$ cat src/rtl/filter_px_feeder.sv
// filter_px_feeder: feeds RGB565 pixels one at a time to a line filter, returns its result to the sink.
// Latency 3 cycles from src accept to out_valid, 1 px / 4 cycles max; out_ready low holds output and keeps src_ready low.
module filter_px_feeder #(
    parameter int BLOCK_LENGTH = 720,
    parameter int RDY_TIMEOUT  = 15
) (
    input  logic        clk,
    input  logic        reset,
    input  logic [15:0] src_data,
    input  logic        src_valid,
    output logic        src_ready,
    output logic [15:0] f_d_in,
    output logic        f_wren,
    output logic [9:0]  f_cursor,
    input  logic [15:0] f_d_out,
    input  logic        f_d_rdy,
    output logic [15:0] out_data,
    output logic        out_valid,
    input  logic        out_ready,
    output logic        line_done,
    output logic [9:0]  line_cnt,
    output logic        err
);

    localparam int TMO_W = (RDY_TIMEOUT > 1) ? $clog2(RDY_TIMEOUT) : 1;
    localparam logic [TMO_W-1:0] TMO_LAST = TMO_W'(RDY_TIMEOUT - 1);
    localparam logic [9:0]       CUR_LAST = 10'(BLOCK_LENGTH - 1);

    typedef enum logic [1:0] {IDLE, WRITE, WAIT_RDY, HOLD_OUT} state_t;

    state_t             state_q, state_d;
    logic               src_ready_q, src_ready_d;
    logic [15:0]        f_d_in_q, f_d_in_d;
    logic               f_wren_q, f_wren_d;
    logic [9:0]         cursor_q, cursor_d;
    logic [15:0]        out_data_q, out_data_d;
    logic               out_valid_q, out_valid_d;
    logic               line_done_q, line_done_d;
    logic [9:0]         line_cnt_q, line_cnt_d;
    logic               err_q, err_d;
    logic [TMO_W-1:0]   tmo_q, tmo_d;

    always_comb begin
        state_d     = state_q;
        f_d_in_d    = f_d_in_q;
        f_wren_d    = 1'b0;
        cursor_d    = cursor_q;
        out_data_d  = out_data_q;
        out_valid_d = out_valid_q;
        line_done_d = 1'b0;
        line_cnt_d  = line_cnt_q;
        err_d       = err_q;
        tmo_d       = tmo_q;

        case (state_q)
            IDLE: begin
                // src_ready_q gates acceptance so the first cycle after reset cannot take a pixel
                if (src_valid && src_ready_q) begin
                    f_d_in_d = src_data;
                    f_wren_d = 1'b1;
                    state_d  = WRITE;
                end
            end
            WRITE: begin
                tmo_d   = '0;
                state_d = WAIT_RDY;
            end
            WAIT_RDY: begin
                if (f_d_rdy) begin
                    out_data_d  = f_d_out;
                    out_valid_d = 1'b1;
                    state_d     = HOLD_OUT;
                end else if (tmo_q == TMO_LAST) begin
                    err_d       = 1'b1;
                    out_data_d  = 16'h0000;
                    out_valid_d = 1'b1;
                    state_d     = HOLD_OUT;
                end else begin
                    tmo_d = tmo_q + 1'b1;
                end
            end
            HOLD_OUT: begin
                if (out_ready) begin
                    out_valid_d = 1'b0;
                    tmo_d       = '0;
                    state_d     = IDLE;
                    if (cursor_q == CUR_LAST) begin
                        cursor_d    = 10'd0;
                        line_done_d = 1'b1;
                        line_cnt_d  = line_cnt_q + 10'd1;
                    end else begin
                        cursor_d = cursor_q + 10'd1;
                    end
                end
            end
            default: state_d = IDLE;
        endcase

        src_ready_d = (state_d == IDLE);
    end

    always_ff @(posedge clk) begin
        if (!reset) begin
            state_q     <= IDLE;
            src_ready_q <= 1'b0;
            f_d_in_q    <= 16'h0000;
            f_wren_q    <= 1'b0;
            cursor_q    <= 10'd0;
            out_data_q  <= 16'h0000;
            out_valid_q <= 1'b0;
            line_done_q <= 1'b0;
            line_cnt_q  <= 10'd0;
            err_q       <= 1'b0;
            tmo_q       <= '0;
        end else begin
            state_q     <= state_d;
            src_ready_q <= src_ready_d;
            f_d_in_q    <= f_d_in_d;
            f_wren_q    <= f_wren_d;
            cursor_q    <= cursor_d;
            out_data_q  <= out_data_d;
            out_valid_q <= out_valid_d;
            line_done_q <= line_done_d;
            line_cnt_q  <= line_cnt_d;
            err_q       <= err_d;
            tmo_q       <= tmo_d;
        end
    end

    assign src_ready = src_ready_q;
    assign f_d_in    = f_d_in_q;
    assign f_wren    = f_wren_q;
    assign f_cursor  = cursor_q;
    assign out_data  = out_data_q;
    assign out_valid = out_valid_q;
    assign line_done = line_done_q;
    assign line_cnt  = line_cnt_q;
    assign err       = err_q;

endmodule

$ cat config.mk
export PLATFORM = sky130hd
export DESIGN_NAME = filter_px_feeder
export DESIGN_NICKNAME = d
export VERILOG_FILES = /design/src/rtl/filter_px_feeder.sv
export SDC_FILE = /design/constraint.sdc
export NUM_CORES = 1
export LEC_CHECK = 0
export ABC_CLOCK_PERIOD_IN_PS = 4000
export CAP_MARGIN = 15
export CORE_UTILIZATION = 45
export DETAILED_ROUTE_END_ITERATION = 12
export DONT_BUFFER_PORTS = 1
export PLACE_DENSITY = 0.61
export SETUP_SLACK_MARGIN = 0.1
export SLEW_MARGIN = 20
export SYNTH_ARGS = -nofsm -noshare
export SYNTH_HDL_FRONTEND = slang
export SYNTH_SLANG_ARGS = --single-unit
$ cat constraint.sdc
create_clock -name clk -period 4 [get_ports clk]
set_clock_uncertainty 0.05 [all_clocks]
set_input_delay 0.2 -clock clk [delete_from_list [all_inputs] [get_ports clk]]
set_output_delay 0.2 -clock clk [all_outputs]
set_load 0.005 [all_outputs]
# ---- After elaboration in Yosys (flattened, before gate mapping)
# Cells that the tools add are included.
dict set report totals {
  rom_bits 0
  mem_bits_rw 0
  mem_count 0
  wordCells 57
  output_inout_bits 57
  input_bits 37
  register_bits 63
  latch_bits 0
}
dict set report classes {
  bitwise_logic 1
  muxes 18
  mul 0
  n_reduce_logical 15
  n_div 0
  shift 0
  n_eq_ne 9
  n_lt_le_gt_ge 0
  add_sub_neg 3
}
# operator n
set op_table {}
lappend op_table {{2-to-1 mux 16 bit} 2}
lappend op_table {{adder 10 x 1 -> 10 bit, second input constant} 2}
lappend op_table {{2-to-1 mux 4 bit} 3}
lappend op_table {{one-hot mux 4 bit (3 select lines)} 1}
lappend op_table {{AND reduction 3 bit} 4}
lappend op_table {{== test 10 bit, second input constant} 1}
lappend op_table {{2-to-1 mux 10 bit} 1}
lappend op_table {{2-to-1 mux 2 bit} 4}
lappend op_table {{one-hot mux 2 bit (4 select lines)} 1}
lappend op_table {{AND reduction 2 bit} 4}
lappend op_table {{!= test 2 bit, second input constant} 3}
lappend op_table {{2-to-1 mux 1 bit} 5}
lappend op_table {{adder 4 x 1 -> 4 bit, second input constant} 1}
lappend op_table {{== test 2 bit, second input constant} 2}
lappend op_table {{== test 4 bit, second input constant} 1}
lappend op_table {{zero test 2 bit} 2}
lappend op_table {{AND reduction 4 bit} 1}
lappend op_table {{nonzero test 2 bit} 2}
lappend op_table {{!= test 3 bit, second input constant} 1}
lappend op_table {{nonzero test 3 bit} 1}
lappend op_table {{== test 2 x 1 -> 1 bit, second input constant} 1}
lappend op_table {{one-hot mux 1 bit (2 select lines)} 1}
lappend op_table {{logical AND 1 bit} 1}
lappend op_table {{inverter 1 bit} 1}

# ---- Depth between registers and ports, before layout
# Gate-level depths: netlist (run 1).
dict set report depth {
  depth_word 5
  depth_mapped 7
  ltp_nobuf 6
}

# ---- Worst setup path before layout (run 1)
# OpenSTA, ideal clock, no wires.
dict set report synth_path {
  kind {register to register}
  from {register cursor_q[5] (netlist: f_cursor[5])}
  to {register line_cnt_q[6] (netlist: line_cnt[6])}
  n_path_buf 1
  path_slack_ns 1.729
  t_required_ns 3.880
  path_stages_with_launch 6
  synth_period_minus_slack_ns 2.271
  arrival_ns 2.150
  setup_time_ns 0.070
  path_cell_list {dfxtp_1 -> or4b_4 -> or4_4 -> buf_6 -> or4_1 -> a21oi_1}
}
dict set report synth_between {
  elab_chain_len 2
}
# item line
set synth_rtl {}
lappend synth_rtl {{start, declared} 35} ;# logic [9:0] cursor_q, cursor_d;
lappend synth_rtl {{start signal, assigned} 120} ;# cursor_q <= cursor_d;
lappend synth_rtl {{== test 10 bit} 87} ;# if (cursor_q == CUR_LAST) begin
lappend synth_rtl {{AND reduction 3 bit (no line)} --}
lappend synth_rtl {{end signal, assigned} 124} ;# line_cnt_q <= line_cnt_d;
lappend synth_rtl {{end, declared} 39} ;# logic [9:0] line_cnt_q, line_cnt_d;
# No other way between the ends.
# A chain may end at the register's enable or synchronous reset.

# ---- Final worst setup path (run 1)
dict set report layout_path {
  from {register state_q[0]}
  to {register line_cnt_q[4] (netlist: line_cnt[4])}
}
dict set report layout_between {
  elab_chain_len 2
}
# item line
set layout_rtl {}
lappend layout_rtl {{start, declared} 31} ;# state_t state_q, state_d;
lappend layout_rtl {{start signal, assigned} 116} ;# state_q <= state_d;
lappend layout_rtl {{== test 2 bit} 55} ;# case (state_q)
lappend layout_rtl {{AND reduction 3 bit (no line)} --}
# No other way between the ends.

==> qor.yml, run 1 <==
clock_tree:
  clockBufferDepth: 2
  cts_resized: 0
  cts-root-buf: "clkbuf_8"
  cts.sinks: 63
  insertion_delay_ns: 0.33
  htree_levels: 3
  cts_tree: "yes"
  numCtsBuffers: 9
  clk_pin_slew_ns: 0.07
logic_synthesis:
  yosysSeqAreaShare: 0.500
  synth-main-ff-cell: "dfxtp_1"
  syn-num-nets: 339
  yosysTopAreaCell: "dfxtp_1"
  ys.warnings.count: 0
  async_reset_ff_frac: 0
  synthesis.area_sq_um: 2520
  synth.distinct_cells: 39
  synth_top_area_frac: 0.500
  synthTopCellsByCount: "dfxtp_1 (63), nand2_1 (47), nor2_1 (40)"
  synth_enable_flop_cells: 0
  synthTopCellsByArea: "dfxtp_1 (50%), nand2_1 (7.0%), nor2_1 (6.0%)"
  syn_avg_cell_area_sq_um: 8.46
  ys_ff_latch: 63
  yosysMostFrequentCell: "dfxtp_1"
  netlist_instances: 298
job:
  max_cap_viol_count: 0
timing:
  slew-limit-headroom: 0.534
  post-route-min-period_ns: 2.42
  fin_hold_ws_ns: 0.0260
  hold_viol_final: 0
  final.period_utilization: 0.606
  setup_viol: 0
  slew_viol_final: 0
  clock.fmax_mhz: 413
  grt_setup_unrepaired: "no"
  tns_ns: 0
  setup_ws_ns: 1.58
  worstMarginPinSlew_ns: 0.696
floorplan:
  row_count: 26
  die_area_sq_um: 5910
  die_x_um: 76.9
  start_util: 0.481
  dieHeight_um: 76.9
  fp.coreArea_sq_um: 5240
  ioPinCount: 94
routing:
  drc: 0
  wire_per_inst_um: 14.8
  drt_iter0_markers: 169
  viasPerCell: 5.58
  num_vias: 2242
  detail-route-antenna-nets: 0
  drt-pass1-iter-count: 4
  wl_um: 5950
critical_path:
  path_class: "flop to flop"
  worst_setup_path_start_kind: "flop"
  cp-end-kind: "flop"
  cp.arrival_ns: 2.62
  path_max_fanout: 15
  worst-r2r-cell-count: 4
  critPathRequiredTime_ns: 4.19
global_routing:
  first_global_vias: 2132
  grt_util_all_layers: 0.204
  antenna_found_initial: 0
  grt_max_degree: 30
  grt_pass1_wl_um: 9630
  grt_overflow: 0
cells_and_area:
  drive_gt1_frac: 0.0633
  nFillCells: 485
  nets: 368
  syn2layout_area_growth_pct: 22.6
  final_area_sq_um: 3090
  diodes: 0
  stdcell_count: 402
pwr:
  power.density_nw_per_um2: 431
  irDropWorstVdd_mv: 0.210
  p_leak_nw: 1.07
placement:
  dp_cells: 353
  dp_slack_ns: 1.62
  dp_hpwl_um: 3710
  place_area_sq_um: 2550
  io_buffers: 0
  place.gp.congestion: 0.739
hold_path:
  hold_depth: 3
  hold_path.class: "primary input to flop"
run_status:
  status: "completed"
==> area by class of cell <==
class / count / area, sq um / area share
inverters: 8 / 30.0 / 0.00972
well taps: 70 / 87.6 / 0.0283
multi-input cells: 211 / 1160 / 0.377
clock buffers: 13 / 169 / 0.0547
repair buffers: 34 / 338 / 0.109
flip-flops and latches: 63 / 1260 / 0.408
clock inverters: 3 / 40.0 / 0.0130
==> where the power goes <==
group / internal, W / total (W) / switching, W / leakage [nW]
Sequential: 0.000648 / 0.000670 / 0.0000221 / 0.510
Combinational: 0.0000438 / 0.0000928 / 0.0000489 / 0.453
Clock: 0.000337 / 0.000570 / 0.000233 / 0.109
Total: 0.00103 / 0.00133 / 0.000304 / 1.07
==> repair_timing <==
action / in CTS / in global routing
buffers inserted: 0 / 0
endpoints found under the hold margin: 36 / 0
hold buffers: 33 / 0
==> layout by cell type, fill, tap and decap left out, types with 2 or more instances in the layout <==
cell and instances:
nor3_1 7, nand2_1 47, nand3b_1 2, xnor2_1 8, nor2_1 39, nor4_1 3
a21oi_1 29, a31oi_1 2, or3_1 2, xor2_1 2, nand2b_1 2, o31ai_1 4
and3_1 2, nand3_1 10, nand4_1 6, inv_1 7, a22oi_1 16, o21ai_0 5
clkinv_2 2, ha_1 4, clkbuf_8 12, or4_1 5, dlygate4sd3_1 33, dfxtp_1 63
==> flip-flops by register name (all words and copies together), names as in the netlist <==
register / count
out_data: 16
f_cursor: 10
out_valid: 1
state_q: 2
err: 1
tmo_q: 4
line_done: 1
line_cnt: 10
src_ready: 1
f_d_in: 16
f_wren: 1
==> worst max-delay path, stage by stage (launching register included) <==
cell and delay [ns]:
dfxtp_1 0.58, nand3_1 0.38, or4_4 0.68, or4_1 0.48, a21oi_1 0.15
==> cells by family after synthesis <==
logic type	synth area share
AO/OA/AOI/OAI	0.155
XOR/XNOR	0.0347
AND/OR/NAND/NOR	0.248
adder cells (fa/ha/maj)	0.0199
flip-flops	0.500
buffers and inverters	0.0387
multiplexers	0.00397
==> worst paths after layout <==
check / start / endpoint / slack [ns]
max: state_q[0]$_SDFF_PN0_ / line_cnt[4]$_SDFFE_PN0P_ / 1.58
min: out_ready / out_valid$_SDFFE_PN0P_ / 0.03
max reg2reg: state_q[0]$_SDFF_PN0_ / line_cnt[4]$_SDFFE_PN0P_ / 1.58
min reg2reg: f_d_in[0]$_SDFFE_PN0P_ / f_d_in[0]$_SDFFE_PN0P_ / 0.43
==> per-layer routing <==
| metal | vias up | GRT usage | wire, um |
|---|---|---|---|
| met2 | 65 | 0.337 | 2890 |
| met1 | 1067 | 0.241 | 2630 |
| met5 | - | 0 | 0 |
| met4 | 0 | 0.108 | 87 |
| met3 | 10 | 0.0560 | 341 |
| li1 | 1100 | - | - |
==> per-stage QoR <==
step	total power, W	util
3_3_place_gp	0.000747	0.487
5_1_grt	0.00139	0.590
6_report	0.00133	0.590
3_5_place_dp	0.000748	0.487
2_1_floorplan	0.000733	-
4_1_cts	0.00135	0.590
(Power assumes the default switching activity.)
==> run 2, diff against run 1 <==
--- a/config.mk
+++ b/config.mk
@@ -5,7 +5,7 @@
 export SDC_FILE = /design/constraint.sdc
 export NUM_CORES = 1
 export LEC_CHECK = 0
-export ABC_CLOCK_PERIOD_IN_PS = 4000
+export ABC_CLOCK_PERIOD_IN_PS = 2450
 export CAP_MARGIN = 15
 export CORE_UTILIZATION = 45
 export DETAILED_ROUTE_END_ITERATION = 12
==> constraint.sdc (replaced) <==
create_clock -name clk -period 2.45 [get_ports clk]
set_clock_uncertainty 0.05 [all_clocks]
set_input_delay 0.1225 -clock clk [delete_from_list [all_inputs] [get_ports clk]]
set_output_delay 0.1225 -clock clk [all_outputs]
set_load 0.005 [all_outputs]
==> qor.yml, run 2 (synthesized netlist as in run 1, its figures left out) <==
clock_tree:
  cts.sinks: 63  # unchanged
  clk_pin_slew_ns: 0.06  # was 0.07 ns
  cts-root-buf: "clkbuf_8"  # unchanged
  numCtsBuffers: 9  # unchanged
  cts_resized: 0  # unchanged
  cts_tree: "yes"  # unchanged
  postCtsSetupBuffers: 0  # unchanged
  insertion_delay_ns: 0.32  # was 0.33 ns
  clockBufferDepth: 2  # unchanged
  htree_levels: 3  # unchanged
floorplan:
  die_area_sq_um: 5910  # unchanged
  die_x_um: 76.9  # unchanged
  row_count: 26  # unchanged
  start_util: 0.481  # unchanged
  ioPinCount: 94  # unchanged
  fp.coreArea_sq_um: 5240  # unchanged
  dieHeight_um: 76.9  # unchanged
routing:
  wire_per_inst_um: 14.4  # was 14.8 um
  drt_iter0_markers: 120  # was 169
  wl_um: 5900  # was 5950 um
  drc: 0  # unchanged
  drt-pass1-iter-count: 5  # was 4
  detail-route-antenna-nets: 0  # unchanged
  num_vias: 2249  # was 2,242
  viasPerCell: 5.49  # was 5.58
placement:
  dp_hpwl_um: 3730  # was 3710 um
  place.gp.congestion: 0.788  # was 0.739
  dp_slack_ns: 0.156  # was 1.62 ns
  io_buffers: 0  # unchanged
timing:
  setup_viol: 0  # unchanged
  hold_viol_final: 0  # unchanged
  slew_viol_final: 0  # unchanged
  tns_ns: 0  # unchanged
  post-route-min-period_ns: 2.26  # was 2.42 ns
  setup_ws_ns: 0.187  # was 1.58 ns
  worstMarginPinSlew_ns: 0.683  # was 0.696 ns
  grt_setup_unrepaired: "no"  # unchanged
  final.period_utilization: 0.924  # was 0.606
  slew-limit-headroom: 0.544  # was 0.534
  clock.fmax_mhz: 442  # was 413 MHz
global_routing:
  grt_overflow: 0  # unchanged
  antenna_found_initial: 0  # unchanged
  first_global_vias: 2060  # was 2,132
  grt_max_degree: 35  # was 30
  grt_util_all_layers: 0.209  # was 0.204
  grt_pass1_wl_um: 9780  # was 9630 um
critical_path:
  critPathRequiredTime_ns: 2.66  # was 4.19 ns
  cp-end-kind: "flop"  # unchanged
  path_max_fanout: 8  # was 15
  path_cells: "or4b_4, or4_1, or3_1, a21oi_1"  # was nand3_1, or4_4, or4_1, a21oi_1
  cp.arrival_ns: 2.47  # was 2.62 ns
  cp_slowest_cell: "or4_1"  # was or4_4
  path_class: "flop to flop"  # unchanged
  slowest_delay_ns: 0.67  # was 0.68 ns
  worst_setup_path_start_kind: "flop"  # unchanged
cells_and_area:
  nFillCells: 474  # was 485
  diodes: 0  # unchanged
  regArea_sq_um: 1260  # unchanged
  final_common_cell: "dfxtp_1"  # unchanged
  mostFrequentLayoutCells: "dfxtp_1 (63), nand2_1 (47), nor2_1 (39)"  # unchanged
  drive_gt1_frac: 0.0824  # was 0.0633
  multi_input_area_sq_um: 1160  # unchanged
  syn2layout_area_growth_pct: 24.1  # was 22.6%
  nets: 377  # was 368
hold_path:
  hold_path.class: "primary input to flop"  # unchanged
job:
  max_cap_viol_count: 0  # unchanged
pwr:
  total_power_w: 0.00207  # was 0.00133 W
  irDropWorstVdd_mv: 0.405  # was 0.210 mV
  power.density_nw_per_um2: 661  # was 431 nW/um^2
  p_leak_nw: 1.10  # was 1.07 nW
run_status:
  status: "completed"  # unchanged
## run 2: cell count changes in the layout (fill, tap and decap cells not counted)
cell,before,now
clkbuf_8,12,9
clkinv_2,2,4
dlygate4sd3_1,33,34
buf_4,1,9
## run 2: area by class of cell
| type | count | share of cell area |
|---|---|---|
| clock buffers | 10 | 0.0408 |
| well taps | 70 | 0.0280 |
| clock inverters | 5 | 0.0160 |
| multi-input cells | 211 | 0.372 |
| flip-flops and latches | 63 | 0.403 |
| inverters | 8 | 0.00960 |
| repair buffers | 43 | 0.130 |
## run 2: metrics by stage
step / cell area (sq um) / std cells / hold WS [ns] / util
3_5_place_dp: 2610 / 361 / 0.200 / 0.498
3_3_place_gp: 2610 / 361 / 0.203 / 0.498
5_1_grt: 3130 / 410 / 0.0181 / 0.597
2_1_floorplan: 2520 / 298 / 0.190 / -
4_1_cts: 3130 / 410 / 0.00197 / 0.597
6_report: 3130 / 410 / 0.0195 / 0.597
## run 2: critical path, delay by kind of cell, from the launching register on
kind,cells,cell delay (ns)
and+or+nand+nor,3,1.63
DFF,1,0.37
AOI/OAI and AO/OA,1,0.14
## run 2: routing by layer
layer / global-route usage / vias to the layer above / wire [um]
li1: - / 1118 / -
met1: 0.244 / 1055 / 2590
met2: 0.342 / 71 / 2880
met4: 0.0865 / 0 / 46
met5: 0 / - / 0
met3: 0.0774 / 5 / 374
## run 2: worst paths after layout
path	cells past startpoint	to	slack [ns]	startpoint
max	4	line_cnt[7]$_SDFFE_PN0P_	0.19	f_cursor[5]$_SDFFE_PN0P_
min	3	tmo_q[2]$_SDFFE_PN0P_	0.02	f_d_rdy
max reg2reg	4	line_cnt[7]$_SDFFE_PN0P_	0.19	f_cursor[5]$_SDFFE_PN0P_
min reg2reg	2	f_d_in[0]$_SDFFE_PN0P_	0.42	f_d_in[0]$_SDFFE_PN0P_
## run 2: repair_timing
item | 4_1_cts | 5_1_grt
hold buffers | 34 | 0
setup endpoints to repair | 0 | 3
hold endpoints to repair | 37 | 0
## run 2: where the power goes
| part | internal, W | switching [W] | leakage (nW) |
|---|---|---|---|
| logic | 0.0000792 | 0.0000887 | 0.496 |
| clock network | 0.000457 | 0.000358 | 0.0957 |
| registers | 0.00106 | 0.0000275 | 0.510 |
==> run 3, diff against run 2 <==
--- a/config.mk
+++ b/config.mk
@@ -5,7 +5,8 @@
 export SDC_FILE = /design/constraint.sdc
 export NUM_CORES = 1
 export LEC_CHECK = 0
-export ABC_CLOCK_PERIOD_IN_PS = 2450
+export ABC_AREA = 1
+export ABC_CLOCK_PERIOD_IN_PS = 2500
 export CAP_MARGIN = 15
 export CORE_UTILIZATION = 45
 export DETAILED_ROUTE_END_ITERATION = 12
==> constraint.sdc (replaced) <==
create_clock -name clk -period 2.5 [get_ports clk]
set_clock_uncertainty 0.05 [all_clocks]
set_input_delay 0.125 -clock clk [delete_from_list [all_inputs] [get_ports clk]]
set_output_delay 0.125 -clock clk [all_outputs]
set_load 0.005 [all_outputs]
==> qor.yml, run 3 <==
logic_synthesis:
  ys.warnings.count: 0  # unchanged
  synth_enable_flop_cells: 0  # unchanged
  ys_ff_latch: 63  # unchanged
  netlist_instances: 361  # was 298
  syn-num-nets: 402  # was 339
  yosysTopAreaCell: "dfxtp_1"  # unchanged
  yosysMostFrequentCell: "nand2_1"  # was dfxtp_1
  syn_avg_cell_area_sq_um: 7.20  # was 8.46 sq um
  synthesis.area_sq_um: 2600  # was 2520 sq um
  synth_top_area_frac: 0.485  # was 0.500
  yosysSeqAreaShare: 0.485  # was 0.500
  synthTopCellsByCount: "nand2_1 (86), nor2_1 (83), dfxtp_1 (63)"  # was dfxtp_1 (63), nand2_1 (47), nor2_1 (40)
  synth.distinct_cells: 25  # was 39
  synthTopCellsByArea: "dfxtp_1 (49%), nand2_1 (12%), nor2_1 (12%)"  # was dfxtp_1 (50%), nand2_1 (7.0%), nor2_1 (6.0%)
  synth-main-ff-cell: "dfxtp_1"  # unchanged
  async_reset_ff_frac: 0  # unchanged
timing:
  tns_ns: 0  # unchanged
  final.period_utilization: 0.729  # was 0.924
  setup_viol: 0  # unchanged
  post-route-min-period_ns: 1.82  # was 2.26 ns
  grt_setup_unrepaired: "no"  # unchanged
  worstMarginPinSlew_ns: 0.795  # was 0.683 ns
  slew-limit-headroom: 0.468  # was 0.544
  hold_viol_final: 0  # unchanged
  slew_viol_final: 0  # unchanged
  clock.fmax_mhz: 549  # was 442 MHz
floorplan:
  die_area_sq_um: 6090  # was 5910 sq um
  fp.coreArea_sq_um: 5540  # was 5240 sq um
  dieHeight_um: 78.0  # was 76.9 um
  start_util: 0.469  # was 0.481
  die_x_um: 78.0  # was 76.9 um
  ioPinCount: 94  # unchanged
  row_count: 27  # was 26
global_routing:
  busiest_layer: "met2"  # unchanged
  met2_usage: 0.333  # was 0.342
  antenna_found_initial: 0  # unchanged
  first_global_vias: 2191  # was 2,060
  grt_util_met3: 0.0663  # was 0.0774
  grt_pass1_wl_um: 10000  # was 9780 um
  grtUsageMet1: 0.244  # about the same
  grt_overflow: 0  # unchanged
  grt_util_all_layers: 0.209  # about the same
  grt_max_degree: 27  # was 35
cells_and_area:
  stdcell_count: 471  # was 410
  multi_input_area_sq_um: 1180  # was 1160 sq um
  nets: 437  # was 377
  nFillCells: 529  # was 474
  regArea_sq_um: 1260  # unchanged
  final_common_cell: "nand2_1"  # was dfxtp_1
  drive_gt1_frac: 0.0602  # was 0.0824
  final_core_util: 0.569  # was 0.597
  syn2layout_area_growth_pct: 21.2  # was 24.1%
  mostFrequentLayoutCells: "nand2_1 (86), nor2_1 (83), dfxtp_1 (63)"  # was dfxtp_1 (63), nand2_1 (47), nor2_1 (39)
  diodes: 0  # unchanged
pwr:
  p_leak_nw: 1.22  # was 1.10 nW
  power.density_nw_per_um2: 640  # was 661 nW/um^2
  total_power_w: 0.00202  # was 0.00207 W
  irDropWorstVdd_mv: 0.310  # was 0.405 mV
critical_path:
  cpMostUsedCell: "nor2_1"
  worst_setup_path_start_kind: "flop"  # unchanged
  cp-end-kind: "flop"  # unchanged
  slowest_delay_ns: 0.48  # was 0.67 ns
  cp_slowest_cell: "clkinv_1"  # was or4_1
  cp.arrival_ns: 2.04  # was 2.47 ns
  path_cells: "nor2_1, nand3_2, clkinv_1, nor2_1, nand3_1, nor2_1"  # was or4b_4, or4_1, or3_1, a21oi_1
  worst-r2r-cell-count: 6  # was 4
  critPathRequiredTime_ns: 2.72  # was 2.66 ns
  path_max_fanout: 18  # was 8
  path_class: "flop to flop"  # unchanged
placement:
  io_buffers: 0  # unchanged
  place.gp.congestion: 0.821  # was 0.788
  dp_hpwl_um: 3790  # was 3730 um
  dp_cells: 423  # was 361
clock_tree:
  cts.sinks: 63  # unchanged
  insertion_delay_ns: 0.33  # was 0.32 ns
  cts_resized: 0  # unchanged
  cts-root-buf: "clkbuf_8"  # unchanged
  clk_pin_slew_ns: 0.07  # was 0.06 ns
  numCtsBuffers: 9  # unchanged
  postCtsSetupBuffers: 0  # unchanged
  hold_buffers: 34  # unchanged
  cts_tree: "yes"  # unchanged
  htree_levels: 3  # unchanged
  clockBufferDepth: 2  # unchanged
run_status:
  status: "completed"  # unchanged
hold_path:
  hold_depth: 3  # unchanged
  hold_path.class: "primary input to flop"  # unchanged
routing:
  detail-route-antenna-nets: 0  # unchanged
  viasPerCell: 5.04  # was 5.49
  num_vias: 2372  # was 2,249
  drt_iter0_markers: 128  # was 120
  wl_um: 5950  # was 5900 um
  drt-pass1-iter-count: 4  # was 5
  wire_per_inst_um: 12.6  # was 14.4 um
  drc: 0  # unchanged
job:
  max_cap_viol_count: 0  # unchanged
[run 3: worst paths after layout]
path                                               start                       end  slack [ns]
worst max-delay path               state_q[0]$_SDFF_PN0_      src_ready$_SDFF_PN0_        0.68
worst min-delay path                             f_d_rdy          err$_SDFFE_PN0P_        0.02
worst max register to register     state_q[0]$_SDFF_PN0_      src_ready$_SDFF_PN0_        0.68
worst min register to register  out_data[2]$_SDFFE_PN0P_  out_data[2]$_SDFFE_PN0P_        0.43
[run 3: per-layer routing]
layer | routed length, um | vias to the layer above
met5 | 0 | -
met4 | 153 | 0
met3 | 375 | 15
met2 | 2800 | 85
met1 | 2620 | 1061
li1 | - | 1211
[run 3: cells by family after synthesis]
logic type / synth area share
buffers and inverters: 0.0597
adder cells (fa/ha/maj): 0.0193
XOR/XNOR: 0.0101
AO/OA/AOI/OAI: 0.0996
flip-flops: 0.485
AND/OR/NAND/NOR: 0.326
[run 3: worst max-delay path, delay by kind of cell, from the launching register on]
kind	cells	cell delay, ns
AND/OR/NAND/NOR	5	0.82
buffers and inverters	1	0.48
flip-flops	1	0.41
[run 3: metrics by stage]
stage | setup slack, ns | hold slack (ns) | cell area (sq um)
floorplan | 1.03 | 0.222 | 2600
global placement | 0.778 | 0.198 | 2650
detailed placement | 0.714 | 0.203 | 2650
CTS | 0.694 | 0.0114 | 3150
global route | 0.464 | 0.0399 | 3150
finish | 0.679 | 0.0242 | 3150
[run 3: area by class of cell]
| cell class | count | share of cell area |
|---|---|---|
| inverter | 28 | 0.0333 |
| multi-input combinational | 259 | 0.376 |
| sequential | 63 | 0.400 |
| timing repair buffer | 35 | 0.110 |
| clock buffer | 13 | 0.0504 |
| clock inverter | 1 | 0.00159 |
| tap | 72 | 0.0286 |
[run 3: power breakdown]
| part | switching [W] | internal [W] |
|---|---|---|
| Clock | 0.000356 | 0.000402 |
| Sequential | 0.0000358 | 0.00105 |
| Combinational | 0.0000979 | 0.0000772 |
